===== src/rtl/cbus_rr_arbiter.sv =====
// N-way CBus arbiter, fixed-priority or round-robin, grant locked until the last beat.
// Grant visible 1 cycle after request; non-selected masters see ready=0; one idle bubble between bursts.
package cbus_pkg;
    typedef struct packed {
        logic        valid;
        logic        is_write;
        logic [2:0]  size;
        logic [31:0] addr;
        logic [3:0]  strobe;
        logic [31:0] data;
        logic [3:0]  len;
    } cbus_req_t;

    typedef struct packed {
        logic        ready;
        logic        last;
        logic [31:0] data;
    } cbus_resp_t;
endpackage

module cbus_rr_arbiter
    import cbus_pkg::*;
#(
    parameter int NUM_INPUTS = 4,
    parameter int POLICY     = 1,
    parameter int IDX_W      = $clog2(NUM_INPUTS)
) (
    input  logic             clk,
    input  logic             reset,
    input  cbus_req_t        ireqs  [NUM_INPUTS],
    output cbus_resp_t       iresps [NUM_INPUTS],
    output cbus_req_t        oreq,
    input  cbus_resp_t       oresp,
    output logic             busy,
    output logic [IDX_W-1:0] grant_idx
);

    typedef enum logic {IDLE, BUSY} state_t;

    state_t           fsm, fsm_nxt;
    logic [IDX_W-1:0] sel, sel_nxt;
    logic [IDX_W-1:0] rr_ptr, rr_ptr_nxt;
    logic [IDX_W-1:0] win;
    logic [IDX_W-1:0] sel_inc;
    logic             found;
    int               scan_idx;

    // Scan wraps at NUM_INPUTS, not at 2^IDX_W, so odd input counts rotate fairly.
    always_comb begin
        found    = 1'b0;
        win      = '0;
        scan_idx = 0;
        for (int k = 0; k < NUM_INPUTS; k++) begin
            scan_idx = (POLICY == 1) ? int'(rr_ptr) + k : k;
            if (scan_idx >= NUM_INPUTS) begin
                scan_idx = scan_idx - NUM_INPUTS;
            end
            if (!found && ireqs[scan_idx].valid) begin
                found = 1'b1;
                win   = IDX_W'(scan_idx);
            end
        end
    end

    assign sel_inc = (sel == IDX_W'(NUM_INPUTS - 1)) ? '0 : sel + IDX_W'(1);

    always_comb begin
        fsm_nxt    = fsm;
        sel_nxt    = sel;
        rr_ptr_nxt = rr_ptr;
        oreq       = '0;
        for (int i = 0; i < NUM_INPUTS; i++) begin
            iresps[i] = '0;
        end
        case (fsm)
            IDLE: begin
                if (found) begin
                    fsm_nxt = BUSY;
                    sel_nxt = win;
                end
            end
            BUSY: begin
                // Forwarded even if the grantee drops valid; only last releases the bus.
                oreq        = ireqs[sel];
                iresps[sel] = oresp;
                if (oresp.ready && oresp.last) begin
                    fsm_nxt = IDLE;
                    if (POLICY == 1) begin
                        rr_ptr_nxt = sel_inc;
                    end
                end
            end
            default: fsm_nxt = IDLE;
        endcase
    end

    always_ff @(posedge clk or posedge reset) begin
        if (reset) begin
            fsm    <= IDLE;
            sel    <= '0;
            rr_ptr <= '0;
        end else begin
            fsm    <= fsm_nxt;
            sel    <= sel_nxt;
            rr_ptr <= rr_ptr_nxt;
        end
    end

    assign busy      = (fsm == BUSY);
    assign grant_idx = sel;

endmodule


===== config.mk =====
export PLATFORM = sky130hd
export DESIGN_NAME = cbus_rr_arbiter
export DESIGN_NICKNAME = d
export VERILOG_FILES = /design/src/rtl/cbus_rr_arbiter.sv
export SDC_FILE = /design/constraint.sdc
export NUM_CORES = 1
export LEC_CHECK = 0
export CAP_MARGIN = 20
export CORE_AREA = 5 5 212 214
export DETAILED_ROUTE_END_ITERATION = 12
export DIE_AREA = 0 0 217 219
export GPL_TIMING_DRIVEN = 0
export HOLD_SLACK_MARGIN = 0.1
export MAX_ROUTING_LAYER = met4
export PLACE_DENSITY = 0.34
export SLEW_MARGIN = 40
export SYNTH_ARGS = -nofsm -noshare
export SYNTH_HDL_FRONTEND = slang
export SYNTH_SLANG_ARGS = --single-unit

===== constraint.sdc =====
create_clock -name clk -period 6.7 [get_ports clk]
set_clock_uncertainty 0.2 [all_clocks]
set_input_delay 1.34 -clock clk [delete_from_list [all_inputs] [get_ports clk]]
set_output_delay 1.34 -clock clk [all_outputs]
set_load 0.05 [all_outputs]

; After elaboration in Yosys (flattened, before gate mapping)
; Index checks and enable logic that the tools add are counted.
[classes]
n_eq_ne = 1
n_bitwise = 7
n_addsub = 8
n_reduce_logical = 10
n_lt_le_gt_ge = 10
n_mux = 35
[op_table]
columns = cell, count
row1 = two-way mux 77 bit, 11
row2 = binary-select mux 77 bit (select 2 bit), 5
row3 = bitwise AND 136 bit, 1
row4 = two-way mux 136 bit, 1
row5 = greater-or-equal comparator 32 x 3 -> 1 bit (second input constant), 4
row6 = two-way mux 32 bit, 4
row7 = inverter 32 bit, 4
row8 = demux 34 bit (select 2 bit), 1
row9 = two-way mux 34 bit, 1
row10 = greater-or-equal comparator 3 bit (second input constant), 4
row11 = subtractor 3 x 3 -> 4 bit (second input constant), 3
row12 = two-way mux 2 bit, 5
row13 = adder 2 x 2 -> 3 bit (second input constant), 2
row14 = two-way mux 1 bit, 6
row15 = logical AND 1 bit, 5
row16 = AND reduction 2 bit, 2
row17 = subtractor 2 x 3 -> 4 bit (second input constant), 1
row18 = adder 2 x 1 -> 3 bit (second input constant), 1
row19 = greater-or-equal comparator 2 x 3 -> 1 bit (second input constant), 1
row20 = zero test 1 bit, 3
row21 = less-than comparator 3 x 1 -> 1 bit (second input constant), 1
row22 = inverter 2 -> 3 bit, 1
row23 = adder 2 x 1 -> 2 bit (second input constant), 1
row24 = equality test 2 bit (second input constant), 1
row25 = 2 further kinds, 2
[word_totals]
out_inout_bits = 216
input_bits = 344
reg_bits = 5

; Longest topological paths before layout
; Gate-level depths: netlist of run 1.
[logic_depth]
ltp_word = 18
ltp_mapped = 7
depth_no_buf = 4

; Worst setup path before layout of run 1
; Ideal clock, no wire load.
[synth_path]
kind = reg-to-output
startpoint = register sel[1] (netlist: grant_idx[1])
endpoint = output iresps[71] (netlist bit)
stages_incl_launch_ff = 8
t_arrival_ns = 2.142
setup_slack_ns = 3.018
path_cell_list = dfrtp_1 -> buf_2 -> buf_4 -> buf_2 -> inv_1 -> ha_1 -> clkbuf_1 -> and3_1
[synth_lines]
columns = item, line_no
row1 = "start, declared", 41  ; logic [IDX_W-1:0] sel, sel_nxt;
row2 = "start signal, assigned", 104  ; sel <= sel_nxt;
row3 = "end, declared", 31  ; output cbus_resp_t iresps [NUM_INPUTS],

==> results.tsv, run 1 <==
metric	value	unit
status	completed	
crit_arrival	3.51	ns
p_clk_frac	0.026	
postCtsSetupBuffers	0	
clockBufferDepth	2	
first_pass_iters	4	
grt_pass1_vias	6428	
h-tree-depth	1	
yosys_register_bits	5	
grt_overflow_total	0	
ff2ff_setup_slack	4.36	ns
yosys_warnings	0	
path_max_fanout	10	
numPortBuffers	559	
synthSimpleGateAreaFrac	0.367	
yosysTopAreaCell	mux4_2	
maxCapViolCount	0	
critPathRequiredTime	5.16	ns
post-route-drc-count	0	
cts_resized	0	
synth_top_family_by_area	multiplexers	
ant_nets	0	
rsz0062_at_grt	false	
hpwlAfterDp	32500	um
synth_flop_cell	dfrtp_1	
grt_pass1_wl	50500	um
relSlewSlack	0.523	
totalWireLength	37700	um
pwr-share-seq	0.016	
layout_setup_ws	1.65	ns
min_path_type	reg2reg	
synth.yosys.seq_area_share	0.0331	
synth_most_common_cell	and3_1	
hold-path-cell-count	2	
finalMaxSlewViolations	0	
synth_xor_area_frac	0	
r2r_start	grant_idx[1]	
r2r_end	rr_ptr[1]	
numCtsBuffers	3	
syn2layout_area_growth	169	%
pre_cts_slack	1.67	ns
synth.area.mux_share	0.465	
vias	5800	
netlist_instances	383	
pwr-share-comb	0.959	
synthArstFlopShare	1.00	
first_iter_violations	175	
die-area	47500	um2
holdBufCountCts	0	
power_switching	2220	uW
worstSetupStartpoint	grant_idx[1]	
drive_gt1_frac	0.109	
synth-edff-count	0	
hp-start	rr_ptr[0]	
crit_type	reg2out	
post_drt_via_cell_ratio	3.87	
nets	1295	
die_h	219	um
min_period	5.05	ns
synth_common_cells	136 x and3_1, 77 x and2_1, 77 x mux4_2	
synth.area.top_cells	mux4_2 46%, and3_1 23%, and2_1 13%	
core-area	42700	um2
period_share	0.754	
cts_tree	done	
io_pins	560	
setup_viol	0	
synth.net_count	731	
start_util	0.0884	
end_kind	output port	
reg2reg_depth	6	
netSwitchingFraction	0.587	
post_drt_wl_per_cell	25.2	um
startpoint_type	flop	
synth_fa_ha_area_frac	0.0133	
max_freq	198	MHz
die_x	217	um
worstHoldEndpoint	rr_ptr[0]	
synth_area	3780	um2
cts.reportedPaths.clkPinSlew	0.03	ns
cts_sinks	5	
leakagePower	0.00394	uW
peakVddDrop	149	uV
hold_violations	0	
clk_latency	0.22	ns
finalSetupTns	0	ns
p_per_area	372	nW/um2
grt_max_degree	11	
synth-compound-area-share	0.0202	
ys_types	28	
grtUsageTotal	0.151	
gp_congestion	0.812	
root_buffer	clkbuf_16	
antenna_found_initial	6	
tightest_slew	0.713	ns
synthDominantCellAreaShare	0.459	
p_int	1560	uW
rows	76	
synth.avg_cell_area	9.86	um2
-- routing by layer --
| layer | track usage | wire length [um] |
|---|---|---|
| met3 | 0.0393 | 2760 |
| met2 | 0.269 | 19200 |
| met4 | 0.0255 | 737 |
| met5 | - | 0 |
| met1 | 0.173 | 15000 |
-- power by group through the flow --
stage | sequential [uW] | combinational [uW] | clock (uW)
floorplan | 73.5 | 2310 | 0
global placement | 60.3 | 3700 | 0
detailed placement | 60.0 | 3670 | 0
CTS | 59.3 | 3690 | 99.1
global route | 61.1 | 3790 | 101
finish | 58.7 | 3620 | 97.1
-- sequential cells by signal, indices dropped and copies added, names as in the netlist --
name	count
grant_idx	2
rr_ptr	2
busy	1
-- critical path: stages (launching register included) --
cell and delay, ns:
dfrtp_1 0.42, buf_2 0.23, buf_4 0.24, buf_2 0.24, inv_1 0.16, ha_1 0.39, clkbuf_1 0.49, and3_1 0.27
clkdlybuf4s50_1 0.83
-- stage by stage --
step | cells | total power, uW | cell area, um2 | util | hold slack (ns)
2_1_floorplan | 383 | 2390 | 3780 | - | 0.321
3_3_place_gp | 1488 | 3760 | 10100 | 0.235 | 0.397
3_5_place_dp | 1488 | 3730 | 10100 | 0.236 | 0.396
4_1_cts | 1492 | 3850 | 10100 | 0.237 | 0.410
5_1_grt | 1497 | 3950 | 10100 | 0.238 | 0.439
6_report | 1498 | 3780 | 10100 | 0.238 | 0.393
-- cell type report --
class | count | area (um2)
inverter | 8 | 30.0
sequential | 5 | 125
buffer | 54 | 353
antenna | 6 | 15.0
timing repair buffer | 559 | 5600
fill | 4635 | 32500
multi-input combinational | 316 | 3270
tap | 546 | 683
clock buffer | 4 | 78.8
-- how the worst max path moves through the flow --
stage	end	slack (ns)
finish	iresps[112]	1.65
global route	iresps[112]	1.44
CTS	iresps[112]	1.44
detailed placement	iresps[112]	1.67
global placement	iresps[112]	1.67
floorplan	iresps[71]	3.02
-- cells in the final DEF, fill, tap and decap left out --
cell type and instances:
a21boi_0 1, a21oi_1 1, a221oi_1 2, a22oi_1 1, and2_1 77, and3_1 136, buf_12 7, buf_2 9
buf_4 1, buf_6 1, buf_8 1, clkbuf_1 34, clkbuf_16 3, clkbuf_2 2, clkdlybuf4s50_1 559, dfrtp_1 5
diode_2 6, ha_1 4, inv_1 8, mux2_2 2, mux4_2 77, nand2_1 2, nand3_1 1, nand3b_1 1
nor2_1 2, nor4_1 1, nor4bb_1 2, o21ai_0 3, o22ai_1 1, o31ai_1 1, o32a_1 1
-- logic make-up after synthesis --
| family | after synthesis |
|---|---|
| AO/OA/AOI/OAI | 11 |
| flip-flops | 5 |
| buffers and inverters | 62 |
| adder cells (fa/ha/maj) | 4 |
| AND/OR/NAND/NOR | 222 |
| multiplexers | 79 |
(Power assumes the default switching activity.)
==> run 2: changes to the inputs <==
Settings changed: CORE_AREA 5 5 212 214 to 5 5 214 216, DIE_AREA 0 0 217 219 to 0 0 219 221, PLACE_DENSITY 0.34 to 0.33.
Clock period 6.7 ns to 4.84 ns, I/O delays scaled along.
==> run 2 against run 1 <==
  * Sequential power grew 45%
  * Utilization shrank 0.44 points
  * Highest routed layer unchanged
  * Clock power grew 37%
  * Critical path type unchanged
==> results.tsv, run 2 (synthesis results as in run 1) <==
metric	value	unit	change
finalSetupTns	0	ns	unchanged
clockBufferDepth	2		unchanged
critPathRequiredTime	3.67	ns	-1.49 ns
die_x	219	um	+0.92%
end_kind	output port		
grt_overflow_total	0		unchanged
drive_gt1_frac	0.110		+0.00106
nets	1295		unchanged
grt_pass1_vias	6545		+1.8%
p_clk_frac	0.025		about the same
r2r_end	rr_ptr[1]		
grtUsageTotal	0.147		-0.00380
hold-path-cell-count	2		unchanged
crit_arrival	3.45	ns	-0.06 ns
leakagePower	0.00394	uW	about the same
min_path_type	reg2reg		
power_switching	3040	uW	+37%
final_cell_mix	559 x clkdlybuf4s50_1, 136 x and3_1, 77 x mux4_2, 77 x and2_1, 33 x clkbuf_1		
netSwitchingFraction	0.585		-0.00212
post-route-drc-count	0		unchanged
whs	0.403	ns	+0.0101 ns
grt_pass1_wl	50800	um	+0.59%
gp_congestion	0.802		-1.1%
p_int	2160	uW	+38%
antenna_found_initial	5		-1
pwr-share-comb	0.958		about the same
root_buffer	clkbuf_16		
grt_max_degree	11		unchanged
rsz0062_at_grt	false		
p_per_area	510	nW/um2	+37%
h-tree-depth	1		unchanged
max_freq	216	MHz	
postCtsSetupBuffers	0		unchanged
min_period	4.62	ns	
r2r_start	grant_idx[1]		
worstHoldEndpoint	rr_ptr[0]		
die-area	48400	um2	+1.8%
pwr-share-seq	0.016		about the same
tightest_slew	0.634	ns	-0.0790 ns
holdBufCountCts	0		unchanged
relSlewSlack	0.576		+0.0529
setup_viol	0		unchanged
hold_violations	0		unchanged
syn2layout_area_growth	170	%	
start_util	0.0863		-0.00211
ant_nets	0		unchanged
finalMaxSlewViolations	0		unchanged
period_share	0.955		
path_max_fanout	10		unchanged
first_iter_violations	209		+19%
maxCapViolCount	0		unchanged
io_pins	560		unchanged
numPortBuffers	559		unchanged
ff2ff_setup_slack	2.46	ns	-1.90 ns
vias	5695		-1.8%
core-area	43700	um2	+2.4%
crit_type	reg2out		
layout_commonest_cell	clkdlybuf4s50_1		
hpwlAfterDp	32100	um	-1.2%
totalWireLength	37200	um	-1.4%
startpoint_type	flop		
rows	77		+1.3%
post_drt_via_cell_ratio	3.69		-4.7%
hp-start	rr_ptr[0]		
numCtsBuffers	3		unchanged
cts.reportedPaths.clkPinSlew	0.03	ns	about the same
cts_tree	done		
cts_sinks	5		unchanged
clk_latency	0.22	ns	about the same
peakVddDrop	176	uV	+18%
status	completed		
reg2reg_depth	6		unchanged
die_h	221	um	+0.91%
first_pass_iters	4		unchanged
post_drt_wl_per_cell	24.1	um	-4.3%
run 2: metal layers:
| metal | track usage | vias to the layer above | wire length (um) |
|---|---|---|---|
| met4 | 0.0103 | 0 | 251 |
| met2 | 0.280 | 319 | 19800 |
| met5 | - | - | 0 |
| met3 | 0.0447 | 16 | 3260 |
| met1 | 0.154 | 2733 | 13900 |
| li1 | - | 2627 | - |
run 2: cell type report:
class                   count  area [um2]
flip-flops and latches      5         125
multi-input cells         316        3270
diodes                      5        12.5
plain buffers              54         354
inverters                   8        30.0
clock buffers               4        78.8
repair buffers            559        5600
fillers                  4834       33500
well taps                 592         741
run 2: repair_timing:
action,in CTS,in global routing
hold endpoints to repair,0,0
gates resized for setup,1,0
setup endpoints to repair,1,0
run 2: worst max path at each step:
| stage | start | endpoint | slack [ns] | cells past startpoint |
|---|---|---|---|---|
| finish | grant_idx[1] | iresps[84] | 0.22 | 8 |
| global route | grant_idx[1] | iresps[99] | 0.07 | 8 |
| CTS | grant_idx[1] | iresps[84] | 0.11 | 8 |
| detailed placement | grant_idx[1] | iresps[130] | 0.24 | 8 |
| global placement | grant_idx[1] | iresps[130] | 0.24 | 8 |
| floorplan | grant_idx[1] | iresps[71] | 1.53 | 7 |
run 2: power by group through the flow:
stage	Sequential, uW	Clock [uW]	Combinational [uW]
after detailed placement	86.1	0	5070
after CTS	86.4	136	5090
after global placement	87.2	0	5100
final	85.2	133	4980
after global routing	89.4	139	5230
after floorplan	102	0	3200
run 2: through the flow:
| stage | power (uW) | std cells | setup slack (ns) | util | cell area [um2] |
|---|---|---|---|---|---|
| after floorplan | 3300 | 383 | 1.53 | - | 3780 |
| after global routing | 5460 | 1543 | 0.0697 | 0.233 | 10200 |
| final | 5200 | 1543 | 0.220 | 0.233 | 10200 |
| after detailed placement | 5150 | 1534 | 0.238 | 0.231 | 10100 |
| after global placement | 5180 | 1534 | 0.239 | 0.231 | 10100 |
| after CTS | 5310 | 1538 | 0.108 | 0.233 | 10200 |
run 2: worst max-delay path: stages (launching register included):
cell             delay (ns)
dfrtp_1                0.45
buf_2                  0.23
buf_4                  0.23
buf_2                  0.25
inv_1                  0.14
ha_1                   0.35
clkbuf_1               0.46
and3_1                 0.28
clkdlybuf4s50_1        0.83
==> run 3: changes to the inputs <==
Settings changed: CAP_MARGIN 20 to unset, GPL_TIMING_DRIVEN 0 to unset.
==> run 3 against run 2 <==
  * Die area unchanged
  * Register-to-register slack better by 0.32 ns
  * Sequential power up 110%
==> results.tsv, run 3 (synthesis results as in run 1) <==
metric	value	unit	change
cts_tree	done		
finalMaxSlewViolations	0		unchanged
min_path_type	reg2reg		
die_x	219	um	unchanged
hold-path-cell-count	2		unchanged
max_freq	243	MHz	+12%
ant_nets	0		unchanged
tightest_slew	0.693	ns	+0.0591 ns
postCtsSetupBuffers	0		unchanged
rows	77		unchanged
syn2layout_area_growth	164	%	
crit_type	reg2out		
cts_sinks	5		unchanged
hp-start	rr_ptr[0]		
core-area	43700	um2	unchanged
worstHoldEndpoint	rr_ptr[0]		
top_usage_layer	met2		
status	completed		
io_pins	560		unchanged
post-route-drc-count	0		unchanged
ff2ff_setup_slack	2.78	ns	+0.32 ns
grt_max_degree	140		+129
first_iter_violations	197		-5.7%
grt_use_met1	0.138		-0.0162
path_max_fanout	27		+17
rsz0062_at_grt	false		
crit_arrival	2.94	ns	-0.51 ns
first_pass_iters	4		unchanged
final_cell_mix	558 x clkdlybuf4s50_1, 136 x and3_1, 77 x mux4_2, 77 x and2_1, 12 x buf_4		
root_buffer	clkbuf_16		
grt_pass1_wl	44700	um	-12%
maxCapViolCount	0		unchanged
r2r_start	busy		
end_kind	output port		
post_drt_wl_per_cell	21.8	um	-9.3%
layout_commonest_cell	clkdlybuf4s50_1		
numCtsBuffers	3		unchanged
critPathRequiredTime	3.67	ns	about the same
die_h	221	um	unchanged
clk_latency	0.23	ns	about the same
holdBufCountCts	0		unchanged
start_util	0.0863		unchanged
setup_viol	0		unchanged
h-tree-depth	1		unchanged
use_met3	0.0466		+0.00191
gp_congestion	0.768		-4.2%
period_share	0.849		-0.105
relSlewSlack	0.536		-0.0395
die-area	48400	um2	unchanged
grtUsageTotal	0.128		-0.0184
r2r_end	rr_ptr[1]		
vias	5510		-3.2%
drive_gt1_frac	0.109		-0.000544
hpwlAfterDp	27500	um	-14%
p_per_area	499	nW/um2	-2.2%
post_drt_via_cell_ratio	3.67		-0.67%
grt_pass1_vias	5974		-8.7%
hold_violations	0		unchanged
num-fill-cells	4771		-1.3%
met2_usage	0.237		-0.0430
grt_overflow_total	0		unchanged
reg2reg_depth	3		-3
startpoint_type	flop		
peakVddDrop	177	uV	+0.33%
cts.reportedPaths.clkPinSlew	0.03	ns	about the same
min_period	4.11	ns	-0.509 ns
nets	1254		-3.2%
finalSetupTns	0	ns	unchanged
antenna_found_initial	4		-1
whs	0.417	ns	+0.0139 ns
cts_resized	0		-1
leakagePower	0.00384	uW	-2.5%
numPortBuffers	559		unchanged
clockBufferDepth	2		unchanged
totalWireLength	32800	um	-12%
## run 3: cell types whose count changed in the layout (fill, tap and decap cells not counted), sizes merged
cell,change
diode,+1
clkbuf,-35
clkdlybuf4s50,-1
buf,-5
## run 3: layer usage
metal	wire, um	vias to the layer above
li1	-	2551
met1	12300	2639
met2	17200	312
met3	3210	8
met4	144	0
met5	0	-
## run 3: through the flow
stage	utilization	cells	total power, uW	setup slack (ns)	area (um2)
after floorplan	-	383	3300	1.53	3780
after global placement	0.226	1493	4960	0.736	9890
after detailed placement	0.226	1493	4930	0.733	9890
after CTS	0.228	1497	5080	0.616	9970
after global routing	0.228	1501	5220	0.511	9980
final	0.228	1503	4980	0.729	9990
## run 3: layout make-up
cell class	instances	area, um2	area share
diodes	6	15.0	0.00150
clock buffers	4	78.8	0.00789
inverters	8	30.0	0.00301
multi-input cells	316	3270	0.327
flip-flops and latches	5	136	0.0137
well taps	592	741	0.0742
repair buffers	572	5720	0.572
## run 3: how the worst max path moves through the flow
stage | start | to | slack (ns) | cells after the start
finish | grant_idx[0] | oreq[12] | 0.73 | 4
detailed placement | ireqs[5] | oreq[5] | 0.73 | 4
CTS | grant_idx[0] | oreq[12] | 0.62 | 4
global placement | ireqs[5] | oreq[5] | 0.74 | 4
floorplan | grant_idx[1] | iresps[71] | 1.53 | 7
global route | grant_idx[0] | oreq[12] | 0.51 | 4
## run 3: worst max-delay path: stages (launching register included)
cell,delay [ns]
dfrtp_4,0.77
buf_4,0.45
mux4_2,0.54
and2_1,0.19
clkdlybuf4s50_1,0.73
## run 3: report_power, final
part / internal [uW] / leakage (uW) / switching [uW]
logic: 1870 / 0.00374 / 2800
registers: 62.1 / 0.0000563 / 115
clock network: 109 / 0.0000382 / 25.7
total: 2040 / 0.00384 / 2940
